[src/rtl/fir_pkg.sv]
// Shared constants and decimation-select encoding for the FIR output decimator.
// The encoded value of decim_sel equals log2 of the decimation factor.
package fir_pkg;

    localparam int IN_W_DEF       = 16;
    localparam int OUT_W_DEF      = 8;
    localparam int FIFO_DEPTH_DEF = 4;

    typedef enum logic [1:0] {
        DECIM_1 = 2'd0,
        DECIM_2 = 2'd1,
        DECIM_4 = 2'd2,
        DECIM_8 = 2'd3
    } decim_e;

    // Sample index (0-based) of the last sample in a frame of the given factor.
    function automatic logic [2:0] decim_last_idx(input decim_e sel);
        case (sel)
            DECIM_1: return 3'd0;
            DECIM_2: return 3'd1;
            DECIM_4: return 3'd3;
            default: return 3'd7;
        endcase
    endfunction

endpackage

[src/rtl/sync_fifo.sv]
// Show-ahead synchronous FIFO with occupancy output; a write when full is
// accepted only if a read happens on the same edge.
module sync_fifo #(
    parameter int WIDTH = 8,
    parameter int DEPTH = 4
) (
    input  logic                     clk,
    input  logic                     reset,
    input  logic                     i_wr_en,
    input  logic [WIDTH-1:0]         i_wr_data,
    input  logic                     i_rd_en,
    output logic [WIDTH-1:0]         o_rd_data,
    output logic                     o_empty,
    output logic                     o_full,
    output logic [$clog2(DEPTH):0]   o_level
);

    localparam int PTR_W = $clog2(DEPTH);

    logic [WIDTH-1:0] r_mem [DEPTH];
    logic [PTR_W-1:0] r_wr_ptr;
    logic [PTR_W-1:0] r_rd_ptr;
    logic [PTR_W:0]   r_level;
    logic             w_rd;
    logic             w_wr;

    assign o_empty = (r_level == '0);
    assign o_full  = (r_level == (PTR_W+1)'(DEPTH));
    assign w_rd    = i_rd_en && !o_empty;
    assign w_wr    = i_wr_en && (!o_full || w_rd);

    // NOTE: storage has no reset; validity is tracked by the pointers and level.
    always_ff @(posedge clk) begin
        if (w_wr) begin
            r_mem[r_wr_ptr] <= i_wr_data;
        end
    end

    // NOTE: state registers use non-blocking assignments so every flop samples pre-edge values.
    always_ff @(posedge clk) begin
        if (reset) begin
            r_wr_ptr <= '0;
            r_rd_ptr <= '0;
            r_level  <= '0;
        end else begin
            if (w_wr) r_wr_ptr <= r_wr_ptr + PTR_W'(1);
            if (w_rd) r_rd_ptr <= r_rd_ptr + PTR_W'(1);
            if (w_wr && !w_rd)      r_level <= r_level + (PTR_W+1)'(1);
            else if (w_rd && !w_wr) r_level <= r_level - (PTR_W+1)'(1);
        end
    end

    assign o_rd_data = o_empty ? '0 : r_mem[r_rd_ptr];
    assign o_level   = r_level;

endmodule

[src/rtl/fir_out_decimator.sv]
// Decimates the FIR output stream: averages N samples, rounds, saturates and
// buffers the result in a small FIFO with a sticky overflow flag.
module fir_out_decimator
    import fir_pkg::*;
#(
    parameter int IN_W       = IN_W_DEF,
    parameter int OUT_W      = OUT_W_DEF,
    parameter int FIFO_DEPTH = FIFO_DEPTH_DEF
) (
    input  logic              clk,
    input  logic              reset,
    input  logic [IN_W-1:0]   y_in,
    input  logic              y_in_valid,
    input  logic [1:0]        decim_sel,
    input  logic [3:0]        shift,
    output logic [OUT_W-1:0]  out_data,
    output logic              out_valid,
    input  logic              out_ready,
    output logic [2:0]        fifo_level,
    output logic              sat_flag,
    output logic              overflow
);

    localparam int ACC_W = IN_W + 3;
    localparam int SCL_W = IN_W + 4;
    localparam logic [SCL_W-1:0] SAT_MAX = SCL_W'((1 << OUT_W) - 1);

    logic [ACC_W-1:0]  r_acc;
    logic [2:0]        r_cnt;
    decim_e            r_sel;
    logic [ACC_W-1:0]  r_avg;
    logic [3:0]        r_avg_shift;
    logic              r_avg_vld;
    logic [OUT_W-1:0]  r_res;
    logic              r_res_sat;
    logic              r_res_vld;
    logic              r_overflow;

    decim_e            w_sel;
    logic [ACC_W-1:0]  w_acc_sum;
    logic              w_last;
    logic [SCL_W-1:0]  w_rounded;
    logic              w_sat;
    logic [OUT_W-1:0]  w_res;
    logic              w_empty;
    logic              w_full;
    logic              w_drop;
    logic [$clog2(FIFO_DEPTH):0] w_level;

    // The factor is taken from decim_sel only on the first sample of a frame.
    assign w_sel     = (r_cnt == 3'd0) ? decim_e'(decim_sel) : r_sel;
    assign w_acc_sum = r_acc + ACC_W'(y_in);
    assign w_last    = (r_cnt == decim_last_idx(w_sel));

    always_ff @(posedge clk) begin
        if (reset) begin
            r_acc       <= '0;
            r_cnt       <= '0;
            r_sel       <= DECIM_1;
            r_avg       <= '0;
            r_avg_shift <= '0;
            r_avg_vld   <= 1'b0;
        end else begin
            r_avg_vld <= 1'b0;
            if (y_in_valid) begin
                r_sel <= w_sel;
                if (w_last) begin
                    r_acc       <= '0;
                    r_cnt       <= '0;
                    r_avg       <= w_acc_sum >> w_sel;
                    r_avg_shift <= shift;
                    r_avg_vld   <= 1'b1;
                end else begin
                    r_acc <= w_acc_sum;
                    r_cnt <= r_cnt + 3'd1;
                end
            end
        end
    end

    // NOTE: every combinational output gets a default first so no latch is inferred.
    always_comb begin
        w_rounded = {1'b0, r_avg};
        if (r_avg_shift != 4'd0) begin
            w_rounded = ({1'b0, r_avg} + (SCL_W'(1) << (r_avg_shift - 4'd1))) >> r_avg_shift;
        end
        w_sat = (w_rounded > SAT_MAX);
        w_res = w_sat ? {OUT_W{1'b1}} : w_rounded[OUT_W-1:0];
    end

    always_ff @(posedge clk) begin
        if (reset) begin
            r_res      <= '0;
            r_res_sat  <= 1'b0;
            r_res_vld  <= 1'b0;
            r_overflow <= 1'b0;
        end else begin
            r_res_vld <= r_avg_vld;
            if (r_avg_vld) begin
                r_res     <= w_res;
                r_res_sat <= w_sat;
            end
            if (w_drop) r_overflow <= 1'b1;
        end
    end

    // A full FIFO always presents valid data, so out_ready alone means a read.
    assign w_drop = r_res_vld && w_full && !out_ready;

    sync_fifo #(
        .WIDTH (OUT_W),
        .DEPTH (FIFO_DEPTH)
    ) u_fifo (
        .clk       (clk),
        .reset     (reset),
        .i_wr_en   (r_res_vld),
        .i_wr_data (r_res),
        .i_rd_en   (out_ready),
        .o_rd_data (out_data),
        .o_empty   (w_empty),
        .o_full    (w_full),
        .o_level   (w_level)
    );

    assign out_valid  = !w_empty;
    assign fifo_level = 3'(w_level);
    assign sat_flag   = r_res_vld && r_res_sat && !w_drop;
    assign overflow   = r_overflow;

endmodule

[config.mk]
export PLATFORM = sky130hd
export DESIGN_NAME = fir_out_decimator
export DESIGN_NICKNAME = d
export VERILOG_FILES = /design/src/rtl/fir_pkg.sv /design/src/rtl/sync_fifo.sv /design/src/rtl/fir_out_decimator.sv
export SDC_FILE = /design/constraint.sdc
export NUM_CORES = 1
export LEC_CHECK = 0
export CAP_MARGIN = 25
export CORE_MARGIN = 10
export CORE_UTILIZATION = 50
export DETAILED_ROUTE_END_ITERATION = 6
export DONT_BUFFER_PORTS = 1
export SLEW_MARGIN = 20
export SYNTH_ARGS = -nofsm -noshare
export SYNTH_HDL_FRONTEND = slang
export SYNTH_SLANG_ARGS = --single-unit
export TNS_END_PERCENT = 30
[constraint.sdc]
create_clock -name clk -period 9.9 [get_ports clk]
set_input_delay 0.99 -clock clk [delete_from_list [all_inputs] [get_ports clk]]
set_output_delay 0.99 -clock clk [all_outputs]
set_load 0.02 [all_outputs]
# Word-level counts from Yosys, hierarchy flattened
# Memory sizes are Yosys's and may differ from the RTL's. A register that Yosys moved wholly into a read port is not among the register bits.
# Index checks and enable logic that the tools add are counted.
# Widths: inputs -> output; s select.
[word_totals]
reg_bits = 66
ram_bits = 32
input_bits = 26
output_inout_bits = 14
elab_cells = 67
n_memories = 1
[mem_list]
columns = ["name", "depth", "word_bits", "rd", "rd_ports_with_merged_regs", "wr", "line_no", "source"]
rows = [
  ["u_fifo.r_mem", 4, 8, 1, 1, 1, "sync_fifo.sv:20", "logic [WIDTH-1:0] r_mem [DEPTH];"],
]
[op_classes]
add_sub_neg = 8
order_cmp = 1
eq_ne = 4
n_shift = 3
n_mux = 14
bitwise_logic = 1
n_reduce_logical = 22
[ops]
columns = ["cell", "n"]
rows = [
  ["$add 19x20->20", 1],
  ["$gt 20x8->1 const B", 1],
  ["$mux 20", 1],
  ["$shl 1x4->20 const A", 1],
  ["$shr 20x4->20", 1],
  ["$add 19x16->19", 1],
  ["$mux 19", 1],
  ["$shr 19x2->19", 1],
  ["$mux 8", 2],
  ["$mux 3", 3],
  ["$pmux 3 s3", 1],
  ["$logic_and 1x1->1", 8],
  ["$add 3x1->3 const B", 2],
  ["$logic_not 1->1", 6],
  ["$logic_not 3->1", 2],
  ["$mux 2", 3],
  ["$add 2x1->2 const B", 2],
  ["$reduce_bool 4->1", 1],
  ["$sub 4x1->4 const B", 1],
  ["$eq 3x3->1", 1],
  ["$eq 3x3->1 const B", 1],
  ["$mux 1", 3],
  ["$sub 3x1->3 const B", 1],
  ["$eq 2x1->1 const B", 1],
  ["other kinds (7)", 7],
]

# Depth between registers and ports, before layout
# Gate-level depths: netlist (run 1).
[depth]
ltp_word = 9
ltp_mapped = 17
depth_no_buf = 16

# Modules after synthesis
# From an unflattened synthesis (run 1), not the netlist that was laid out.
[unflattened]
hier_cells = 890
hier_area_um2 = 7447.1
[modules_own_cells]
columns = ["module", "instances", "cells_per_inst", "area_each_um2", "seq_area_each_um2"]
rows = [
  ["fir_out_decimator", 1, 790, 5740.5, 1181.1],
  ["sync_fifo", 1, 100, 1706.6, 1141.1],
]

# Worst setup path after synthesis (run 1)
# No wires, ideal clock.
[synth_timing]
path_type = "reg-to-reg"
from = "register r_avg_shift[0]"
to = "register r_res[1]"
setup_time_ns = 0.139
t_arrival_ns = 3.978
t_required_ns = 9.761
setup_slack_ns = 5.783
stages_incl_launch_ff = 16
path_buffers = 3
period_less_slack_ns = 4.117
cell_sequence = "dfxtp_1 -> buf_2 -> clkinv_1 -> clkbuf_1 -> clkbuf_1 -> nand4_1 -> fa_1 -> nor2b_1 -> o31ai_2 -> a21o_4 -> a22o_4 -> or2_1 -> mux4_2 -> mux4_2 -> a21oi_1 -> a211oi_1"
[synth_via]
elab_chain_cells = 7
word_cells_on_any_way = 8
cone_classes = "add/sub (2); order compare (1); shift (2); mux (2); reduce/logical (1)"
[synth_lines]
columns = ["element", "line_no", "source"]
rows = [
  ["start, declared", "fir_out_decimator.sv:32", "logic [3:0] r_avg_shift;"],
  ["start signal, assigned", "fir_out_decimator.sv:71", "r_avg_shift <= shift;"],
  ["$sub 4x1->4", "fir_out_decimator.sv:85", "w_rounded = ({1'b0, r_avg} + (SCL_W'(1) << (r_avg_shift - 4'd1))) >> r_avg_shift;"],
  ["$shl 1x4->20", "fir_out_decimator.sv:85", ""],
  ["$add 19x20->20", "fir_out_decimator.sv:85", ""],
  ["$shr 20x4->20", "fir_out_decimator.sv:85", ""],
  ["$mux 20 *", "fir_out_decimator.sv:84", "if (r_avg_shift != 4'd0) begin"],
  ["$gt 20x8->1", "fir_out_decimator.sv:87", "w_sat = (w_rounded > SAT_MAX);"],
  ["$mux 8 *", "fir_out_decimator.sv:88", "w_res = w_sat ? {OUT_W{1'b1}} : w_rounded[OUT_W-1:0];"],
  ["end signal, assigned", "fir_out_decimator.sv:100", "r_res <= w_res;"],
  ["end, declared", "fir_out_decimator.sv:34", "logic [OUT_W-1:0] r_res;"],
]
# Every way passes the cells marked *; elsewhere a longest branch is shown, timed or not.
# A chain may end at the register's enable or synchronous reset.

# Final worst setup path (run 1)
[layout_timing]
from = "register r_avg_shift[0]"
to = "register r_res[2]"
# Same word-level chain as after synthesis.

==> results of run 1 <==
## routing by layer
layer / vias to the layer above / wire length (um) / share of wire (%)
li1: 3123 / - / -
met1: 3076 / 8929 / 44
met2: 220 / 9660 / 48
met3: 30 / 1255 / 6.2
met4: 0 / 380 / 1.9
met5: - / 0 / 0
## worst paths after layout
kind                             to                   startpoint  slack (ns)  depth (start not counted)
max           r_res[2]$_SDFFE_PP0P_  r_avg_shift[0]$_SDFFE_PP0P_        4.83                         15
min          r_avg[10]$_SDFFE_PP0P_       r_avg[10]$_SDFFE_PP0P_        0.47                          2
max reg2reg   r_res[2]$_SDFFE_PP0P_  r_avg_shift[0]$_SDFFE_PP0P_        4.83                         15
min reg2reg  r_avg[10]$_SDFFE_PP0P_       r_avg[10]$_SDFFE_PP0P_        0.47                          2
## critical path: cells and delay by family, from the launching register on
kind,cells,cell delay [ns]
adders and majority gates,1,0.44
muxes,1,0.18
AOI/OAI and AO/OA,6,1.88
and+or+nand+nor,5,1.11
DFF,1,0.31
buffers and inverters,2,1.02
## logic make-up after synthesis
logic type,Yosys count,share of synthesized area [%]
fa+ha+maj,42,7.361
xor+xnor,30,3.630
flops,100,31.19
simple gates,312,19.68
buf+inv,79,4.101
compound gates,245,23.50
mux,53,10.54
## through the flow
step / worst slack, ns / cell area (um^2) / cells / hold WS (ns) / util (%)
CTS: 4.880 / 7821 / 1013 / 0.4750 / 53.61
finish: 4.828 / 7821 / 1013 / 0.4727 / 53.61
floorplan: 5.783 / 7445 / 861 / 0.4441 / -
detailed placement: 4.905 / 7520 / 997 / 0.4626 / 51.54
global placement: 4.962 / 7505 / 996 / 0.4562 / 51.44
global route: 4.445 / 7821 / 1013 / 0.5053 / 53.61
## registers in the layout, indices dropped and copies added (netlist names), named ones only
signal and cells:
u_fifo.r_mem 32, r_acc 19, r_avg 19, r_res 8
r_avg_shift 4, r_cnt 3, u_fifo.o_level 3, r_sel 2
u_fifo.r_rd_ptr 2, u_fifo.r_wr_ptr 2, overflow 1, r_avg_vld 1
r_res_sat 1, r_res_vld 1
## layout by cell type, fill, tap and decap left out, types with 8 or more instances in the layout
master,synthesis,routed
nor2_1,92,92
nand2_1,88,88
a21oi_1,78,78
dfxtp_1,68,68
ha_1,39,39
edfxtp_1,32,32
o21ai_0,27,27
nand3_1,26,26
mux2i_1,26,25
inv_1,23,23
a211oi_1,23,23
mux4_2,19,19
nor3_1,19,19
a21o_1,19,19
and2_1,17,17
xnor2_1,17,17
nor2b_1,16,16
xor2_1,12,12
nand2b_1,12,12
o211ai_1,10,10
a311oi_1,9,9
clkbuf_16,0,9
nand4_1,8,8
## area by class of cell
| type | instances | share of cell area, % |
|---|---|---|
| multi-input combinational | 682 | 61.64 |
| sequential | 100 | 29.69 |
| tap | 184 | 2.944 |
| clock buffer | 9 | 2.880 |
| inverter | 25 | 1.200 |
| clock inverter | 7 | 0.9758 |
| timing repair buffer | 6 | 0.6719 |
## power groups by stage
| stage | Clock (uW) | Sequential, uW | Combinational (uW) |
|---|---|---|---|
| floorplan | 0 | 502 | 464 |
| global placement | 0 | 527 | 547 |
| detailed placement | 0 | 528 | 556 |
| CTS | 369 | 519 | 558 |
| global route | 385 | 526 | 619 |
| finish | 358 | 518 | 561 |
==> results.py, run 1 <==
metrics = {
    "run_status": {
        "status": "complete, no violations",
    },
    "clock_tree": {
        "hold_buffers": 0,
        "htreeDepth": 3,
        "root_buffer": "clkbuf_16",
        "cts.sinks": 100,
        "cts_tree": "yes",
        "clk_pin_slew_worst_paths_ns": 0.08,
        "cts_made_buffers": 9,
        "cts_max_path_buffers": 2,
        "ctsResizeCount": 0,
        "worstSkewPairLatency_ns": 0.36,
        "cts_setup_buffers": 0,
    },
    "synth": {
        "postSynthCellCount": 861,
        "yosysWarnings": 0,
        "yosys.area.top_type_share_pct": 18.29,
        "syn_area_um2": 7445,
        "synth_area_leaders": "dfxtp_1 18%, edfxtp_1 13%, ha_1 6.6%",
        "synth_seq_cells": 100,
        "synthFlopType": "dfxtp_1",
        "synthArstFlopShare_pct": 0,
        "syn_area_per_cell_um2": 8.647,
        "yosysMostFrequentCell": "nor2_1",
        "syn-num-nets": 929,
        "synth_seq_area_share_pct": 31.19,
        "ys_types": 84,
        "synth_edf_count": 32,
        "yosys.area.top_type": "dfxtp_1",
        "ys_top_cells_by_count": "92 x nor2_1, 88 x nand2_1, 78 x a21oi_1",
    },
    "placed_design": {
        "dp_hpwl_mm": 15.26,
        "io_buffers": 0,
        "place.gp.congestion": 0.9077,
    },
    "global_route": {
        "overflow": 0,
        "use_met1_pct": 26.12,
        "grt.busiest_layer": "met2",
        "grtUsageMet2_pct": 32.74,
        "grt_use_met3_pct": 4.973,
        "track_usage_pct": 20.12,
        "grt_pass1_wl_mm": 33.10,
        "grt_max_degree": 67,
        "antenna_found_initial": 0,
        "grt_pass1_vias": 6210,
    },
    "pwr": {
        "pwr_density_cell_nw_per_um2": 183.6,
        "combPwrFrac_pct": 39.0,
        "finalPower_uw": 1436,
        "power_frac_seq_pct": 36.1,
        "p_clk_share_pct": 24.9,
        "netSwitchingFraction_pct": 40.12,
        "ir_worst_vdd_mv": 0.1201,
        "p_int_uw": 859.9,
        "switching_power_uw": 576.1,
        "p_leak_uw": 0.003028,
    },
    "worst_setup_path": {
        "crit_path_end_kind": "flip-flop",
        "path_cells": "buf_4, clkinv_1, nand2_1, nor2_1, ha_1, a21oi_1, or4_1, o2111ai_1, a211oi_2, mux2i_1, o32ai_1, a21oi_1, nand4_1, nand2_2, a311oi_1",
        "critPathMaxStageDelay_ns": 0.72,
        "criticalPathCategory": "flip-flop to flip-flop",
        "crit_top_cell": "a21oi_1",
        "crit_fanout": 28,
        "crit_arrival_ns": 5.33,
        "crit_slowest_cell": "clkinv_1",
        "cp-start-kind": "flip-flop",
        "cp.required_ns": 10.16,
    },
    "timing": {
        "fin_crit_sh_pct": 51.23,
        "slew_violations": 0,
        "setup_viol_count_final": 0,
        "min_period_ns": 5.072,
        "worst_pin_slew_ns": 0.9380,
        "slew_headroom_pct": 36.23,
        "fin_skew_ns": 0.005173,
        "setup_tns_ns": 0,
        "hold_viol_final": 0,
        "grt_setup_unrepaired": "false",
        "max_freq_mhz": 197.2,
    },
    "route": {
        "wirelength_mm": 20.23,
        "drt-initial-drc-count": 506,
        "num_vias": 6449,
        "route.detailed.drc": 0,
        "dr.pass1.iters": 5,
        "routed_via_density": 6.366,
        "avgRoutedWirePerCell_um": 19.97,
        "drtAntennaViolNets": 0,
    },
    "layout": {
        "final_layout_size_suffix_gt1_share_pct": 9.288,
        "nNetsFinal": 892,
        "regArea_um2": 2322,
        "multi_input_area_um2": 4821,
        "area_delta_synth_final_pct": 5.059,
        "fillCellCount": 1337,
        "insertedDiodeCount": 0,
    },
    "hold_path": {
        "hold_class": "flip-flop to flip-flop",
    },
    "floorplan": {
        "die_height_um": 142.0,
        "die_area_um2": 20170,
        "pin_count": 40,
        "fp.coreArea_um2": 14590,
        "start_util_pct": 51.03,
        "rows": 44,
        "die_w_um": 142.0,
    },
    "job": {
        "cap_violations": 0,
    },
}
(Power assumes the default switching activity.)
==> run 2, diff against run 1 <==
==> constraint.sdc (replaced) <==
create_clock -name clk -period 4.8 [get_ports clk]
set_input_delay 0.48 -clock clk [delete_from_list [all_inputs] [get_ports clk]]
set_output_delay 0.48 -clock clk [all_outputs]
set_load 0.02 [all_outputs]
==> results.py, run 2 (same netlist as run 1, synthesis figures left out) <==
metrics = {
    "worst_setup_path": {
        "crit_fanout": 16,
        "crit_path_end_kind": "flip-flop",
        "cp-start-kind": "flip-flop",
        "crit_slowest_cell": "dfxtp_1",
        "path_cells": "inv_1, nand2_1, nor2_1, ha_1, and3_1, a21boi_2, o21a_1, o21ai_0, a211oi_1, a31oi_1, a211oi_1, nand4_1, a22oi_2, a41oi_1",
        "cp-startpoint": "r_avg_shift[2]$_SDFFE_PP0P_",
        "crit_arrival_ns": 4.76,
        "r2r-end": "r_res[5]$_SDFFE_PP0P_",
        "critPathMaxStageDelay_ns": 0.71,
        "r2r_setup_slack_ns": 0.25,
        "criticalPathCategory": "flip-flop to flip-flop",
        "r2r_start": "r_avg_shift[2]$_SDFFE_PP0P_",
        "reg2reg_depth": 14,
        "endpoint": "r_res[5]$_SDFFE_PP0P_",
        "cp.required_ns": 5.01,
        "crit_top_cell": "a211oi_1",
    },
    "layout": {
        "fillCellCount": 1315,
        "final_common_cell": "nor2_1",
        "largest_reg_flops": 32,
        "final_cell_mix": "92 x nor2_1, 88 x nand2_1, 78 x a21oi_1",
        "insertedDiodeCount": 0,
        "area_delta_synth_final_pct": 6.101,
        "regArea_um2": 2322,
        "multi_input_area_um2": 4821,
        "final_layout_size_suffix_gt1_share_pct": 10.37,
        "nNetsFinal": 902,
        "regMostFlops": "u_fifo.r_mem",
        "reg_top3": "u_fifo.r_mem x32, r_acc x19, r_avg x19",
    },
    "placed_design": {
        "dp_hpwl_mm": 15.63,
        "io_buffers": 0,
        "detailedPlace.worstSlack_ns": 0.4193,
        "place.gp.congestion": 0.8999,
    },
    "clock_tree": {
        "cts.sinks": 100,
        "hold_buffers": 0,
        "cts_made_buffers": 9,
        "ctsResizeCount": 0,
        "root_buffer": "clkbuf_16",
        "cts_setup_buffers": 0,
        "htreeDepth": 3,
        "cts_tree": "yes",
        "worstSkewPairLatency_ns": 0.36,
        "clk_pin_slew_worst_paths_ns": 0.08,
        "cts_max_path_buffers": 2,
    },
    "hold_path": {
        "hold_path_startpoint": "reset",
        "hold_class": "primary input to flip-flop",
    },
    "timing": {
        "setup_viol_count_final": 0,
        "grt_setup_unrepaired": "false",
        "min_period_ns": 4.553,
        "slew_violations": 0,
        "slew_headroom_pct": 43.05,
        "setup_tns_ns": 0,
        "worst_pin_slew_ns": 0.8521,
        "max_freq_mhz": 219.6,
        "hold_viol_final": 0,
        "finalWorstSetupSlack_ns": 0.2465,
        "fin_crit_sh_pct": 94.86,
        "fin_skew_ns": 0.005937,
    },
    "run_status": {
        "status": "complete, no violations",
    },
    "floorplan": {
        "pin_count": 40,
        "die_area_um2": 20170,
        "die_height_um": 142.0,
        "start_util_pct": 51.03,
        "fp.coreArea_um2": 14590,
        "die_w_um": 142.0,
        "rows": 44,
    },
    "route": {
        "wirelength_mm": 20.40,
        "dr.pass1.iters": 5,
        "routed_via_density": 6.280,
        "num_vias": 6424,
        "route.detailed.drc": 0,
        "avgRoutedWirePerCell_um": 19.94,
        "drt-initial-drc-count": 508,
        "drtAntennaViolNets": 0,
    },
    "global_route": {
        "grt_pass1_vias": 6127,
        "track_usage_pct": 19.98,
        "antenna_found_initial": 0,
        "overflow": 0,
        "grt_pass1_wl_mm": 32.82,
        "grt_max_degree": 67,
    },
    "pwr": {
        "ir_worst_vdd_mv": 0.1897,
        "pwr_density_cell_nw_per_um2": 376.4,
        "p_leak_uw": 0.003069,
    },
    "job": {
        "cap_violations": 0,
    },
}
==> run 2: cell count changes in the layout (fill, tap and decap cells not counted), sizes merged <==
cell	previous run	this run
clkinv	2	5
inv	30	27
buf	6	16
==> run 2: worst max-delay path, delay by kind of cell, from the launching register on <==
kind                       cells  cell delay (ns)
DFF                            1             0.71
buffers and inverters          1             0.22
and+or+nand+nor                4             0.77
adders and majority gates      1             0.47
AOI/OAI and AO/OA              8             2.25
==> run 2: power by group <==
group / internal [uW] / switching [uW] / total [uW]
Sequential: 955 / 122 / 1080
Clock: 374 / 369 / 743
Combinational: 453 / 701 / 1150
Total: 1780 / 1190 / 2970
==> run 2: worst min path at each step <==
stage,to,slack [ns],cells past startpoint
2_1_floorplan,r_avg[8]$_SDFFE_PP0P_,0.44,2
3_5_place_dp,r_acc[7]$_SDFFE_PP0P_,0.46,2
5_1_grt,r_acc[6]$_SDFFE_PP0P_,0.18,1
3_3_place_gp,r_acc[6]$_SDFFE_PP0P_,0.45,2
4_1_cts,r_avg_shift[1]$_SDFFE_PP0P_,0.18,1
6_report,r_avg_shift[1]$_SDFFE_PP0P_,0.18,1
==> run 2: layout make-up <==
cell class	instances	share of cell area (%)
clock inverters	7	1.093
multi-input cells	682	61.03
inverters	25	1.188
clock buffers	9	2.851
repair buffers	16	1.521
flip-flops and latches	100	29.40
well taps	184	2.915
==> run 2: routing by layer <==
layer | global-route usage (%) | share of wire [%] | vias to the layer above
li1 | - | - | 3129
met5 | 0 | 0 | -
met3 | 4.172 | 6.3 | 15
met4 | 3.497 | 1.2 | 0
met1 | 27.16 | 46 | 3085
met2 | 32.31 | 47 | 195
==> run 2: per-stage QoR <==
step	instance area (um^2)	hold WS [ns]	utilization [%]	power, uW	instances
floorplan	7445	0.4441	-	1991	861
CTS	7899	0.1792	54.14	2996	1023
detailed placement	7587	0.4594	52.01	2243	1007
finish	7899	0.1847	54.14	2973	1023
global route	7899	0.1764	54.14	3165	1023
global placement	7587	0.4527	52.01	2224	1007
==> run 3, diff against run 2 <==
--- a/config.mk
+++ b/config.mk
@@ -6,10 +6,11 @@
 export NUM_CORES = 1
 export LEC_CHECK = 0
 export CAP_MARGIN = 25
-export CORE_MARGIN = 10
 export CORE_UTILIZATION = 50
 export DETAILED_ROUTE_END_ITERATION = 6
 export DONT_BUFFER_PORTS = 1
+export PLACE_DENSITY = 0.68
+export RECOVER_POWER = 100
 export SLEW_MARGIN = 20
 export SYNTH_ARGS = -nofsm -noshare
 export SYNTH_HDL_FRONTEND = slang
==> constraint.sdc (replaced) <==
create_clock -name clk -period 4.1 [get_ports clk]
set_input_delay 0.41 -clock clk [delete_from_list [all_inputs] [get_ports clk]]
set_output_delay 0.41 -clock clk [all_outputs]
set_load 0.02 [all_outputs]
==> results.py, run 3 (same netlist as run 1, synthesis figures left out) <==
metrics = {
    "run_status": {
        "status": "complete, no violations",
    },
    "pwr": {
        "netSwitchingFraction_pct": 40.17,
        "combPwrFrac_pct": 39.5,
        "p_int_uw": 2116,
        "finalPower_uw": 3537,
        "p_clk_share_pct": 25.0,
        "power_frac_seq_pct": 35.5,
        "ir_worst_vdd_mv": 0.2784,
        "p_leak_uw": 0.003138,
        "pwr_density_cell_nw_per_um2": 438.3,
        "switching_power_uw": 1421,
    },
    "floorplan": {
        "fp.coreArea_um2": 14530,
        "rows": 44,
        "die_w_um": 124.0,
        "pin_count": 40,
        "start_util_pct": 51.22,
        "die_area_um2": 15380,
        "die_height_um": 124.0,
    },
    "route": {
        "drt-initial-drc-count": 567,
        "wirelength_mm": 20.12,
        "dr.pass1.iters": 5,
        "avgRoutedWirePerCell_um": 19.36,
        "routed_via_density": 6.323,
        "drtAntennaViolNets": 0,
        "met1_length_mm": 8.926,
        "route.detailed.drc": 0,
        "wl_met2_mm": 9.918,
        "met3_wirelength_mm": 1.008,
        "top_layer": "met4",
        "num_vias": 6570,
    },
    "hold_path": {
        "holdPathEnd": "r_cnt[1]$_SDFFE_PP0P_",
        "holdPathStages": 1,
        "hold_class": "primary input to flip-flop",
        "hold_path_startpoint": "reset",
    },
    "global_route": {
        "antenna_found_initial": 0,
        "grt_pass1_vias": 6184,
        "grt_max_degree": 67,
        "overflow": 0,
        "track_usage_pct": 26.69,
        "grt_pass1_wl_mm": 31.55,
    },
    "clock_tree": {
        "cts_made_buffers": 9,
        "hold_buffers": 0,
        "htreeDepth": 3,
        "cts_max_path_buffers": 2,
        "clk_pin_slew_worst_paths_ns": 0.08,
        "cts.sinks": 100,
        "cts_tree": "yes",
        "worstSkewPairLatency_ns": 0.36,
        "root_buffer": "clkbuf_16",
    },
    "worst_setup_path": {
        "cp.required_ns": 4.32,
        "reg2reg_depth": 14,
        "criticalPathCategory": "flip-flop to flip-flop",
        "r2r_start": "r_avg_shift[0]$_SDFFE_PP0P_",
        "crit_fanout": 13,
        "crit_arrival_ns": 4.16,
        "cp-start-kind": "flip-flop",
        "r2r-end": "r_res[5]$_SDFFE_PP0P_",
        "r2r_setup_slack_ns": 0.16,
        "crit_path_end_kind": "flip-flop",
    },
    "timing": {
        "grt_setup_unrepaired": "false",
        "slew_headroom_pct": 21.30,
        "worst_pin_slew_ns": 1.180,
        "hold_viol_final": 0,
        "max_freq_mhz": 254.0,
        "slew_violations": 0,
        "fin_skew_ns": 0.008875,
        "setup_viol_count_final": 0,
        "min_period_ns": 3.937,
        "fin_crit_sh_pct": 96.04,
    },
    "layout": {
        "regMostFlops": "u_fifo.r_mem",
        "final_layout_size_suffix_gt1_share_pct": 12.51,
        "largest_reg_flops": 32,
        "insertedDiodeCount": 0,
        "reg_top3": "u_fifo.r_mem x32, r_acc x19, r_avg x19",
        "final_cell_mix": "92 x nor2_1, 88 x nand2_1, 77 x a21oi_1",
        "area_delta_synth_final_pct": 8.387,
        "post-route-util_pct": 55.52,
        "design_area_um2": 8069,
        "nNetsFinal": 918,
        "final_common_cell": "nor2_1",
    },
    "job": {
        "cap_violations": 0,
    },
    "placed_design": {
        "dp_hpwl_mm": 15.13,
        "place.gp.congestion": 0.9662,
        "placed_cell_area_um2": 7685,
        "io_buffers": 0,
    },
}
run 3: changes by cell type in the layout (fill, tap and decap cells not counted), sizes merged:
cell / before / now
buf: 16 / 27
clkbuf: 9 / 14
clkinv: 5 / 4
inv: 27 / 28
run 3: worst max path at each step:
| stage | from | endpoint | slack [ns] |
|---|---|---|---|
| after global placement | r_avg_shift[1]$_SDFFE_PP0P_ | r_res[5]$_SDFFE_PP0P_ | 0.13 |
| after CTS | r_avg_shift[1]$_SDFFE_PP0P_ | r_res[2]$_SDFFE_PP0P_ | 0.04 |
| final | r_avg_shift[0]$_SDFFE_PP0P_ | r_res[5]$_SDFFE_PP0P_ | 0.16 |
| after detailed placement | r_avg_shift[1]$_SDFFE_PP0P_ | r_res[5]$_SDFFE_PP0P_ | -0.02 |
| after global routing | r_avg_shift[0]$_SDFFE_PP0P_ | r_res[5]$_SDFFE_PP0P_ | 0.002 |
| after floorplan | r_avg_shift[2]$_SDFFE_PP0P_ | r_res[1]$_SDFFE_PP0P_ | 0.007 |
run 3: per-stage QoR:
stage / instances / TNS, ns / hold slack [ns] / setup WS [ns]
floorplan: 861 / 0 / 0.4441 / 0.006985
global placement: 1020 / 0 / 0.4518 / 0.1313
detailed placement: 1020 / -0.02260 / 0.4601 / -0.02211
CTS: 1037 / 0 / 0.1006 / 0.03773
global route: 1039 / 0 / 0.09465 / 0.001634
finish: 1039 / 0 / 0.1112 / 0.1625
run 3: critical path, cell delays in order, from the launching register on:
cell	delay (ns)
dfxtp_1	0.38
buf_4	0.25
nand2_1	0.14
nor3_1	0.25
ha_1	0.37
o211ai_2	0.13
o21ai_4	0.30
o211ai_2	0.13
mux2_4	0.34
or2_4	0.29
mux4_2	0.49
a21oi_1	0.22
nand4_1	0.16
nand2_2	0.20
a41oi_1	0.14
run 3: cell type report:
| type | instances | area [um^2] |
|---|---|---|
| inverter | 25 | 93.84 |
| fill | 1306 | 6465 |
| tap | 184 | 230.2 |
| clock inverter | 7 | 88.84 |
| multi-input combinational | 682 | 4885 |
| sequential | 100 | 2325 |
| clock buffer | 9 | 225.2 |
| timing repair buffer | 32 | 221.5 |
run 3: layer usage:
layer	vias up	GRT usage, %
met5	-	0
met4	0	6.324
met3	23	4.670
met2	224	45.49
met1	3162	35.03
li1	3161	-
run 3: power by group through the flow:
stage | clock [uW] | combinational (uW) | sequential, uW
after floorplan | 0 | 1120 | 1210
after global routing | 943 | 1540 | 1280
after detailed placement | 0 | 1360 | 1280
final | 885 | 1400 | 1260
after CTS | 902 | 1370 | 1260
after global placement | 0 | 1330 | 1270
run 3: timing repair:
action                                 4_1_cts  5_1_grt
resized for setup                            0       14
pin swaps                                    1        2
endpoints found under the hold margin        0        0
setup endpoints to repair                    4        9
buffers inserted                             1        2
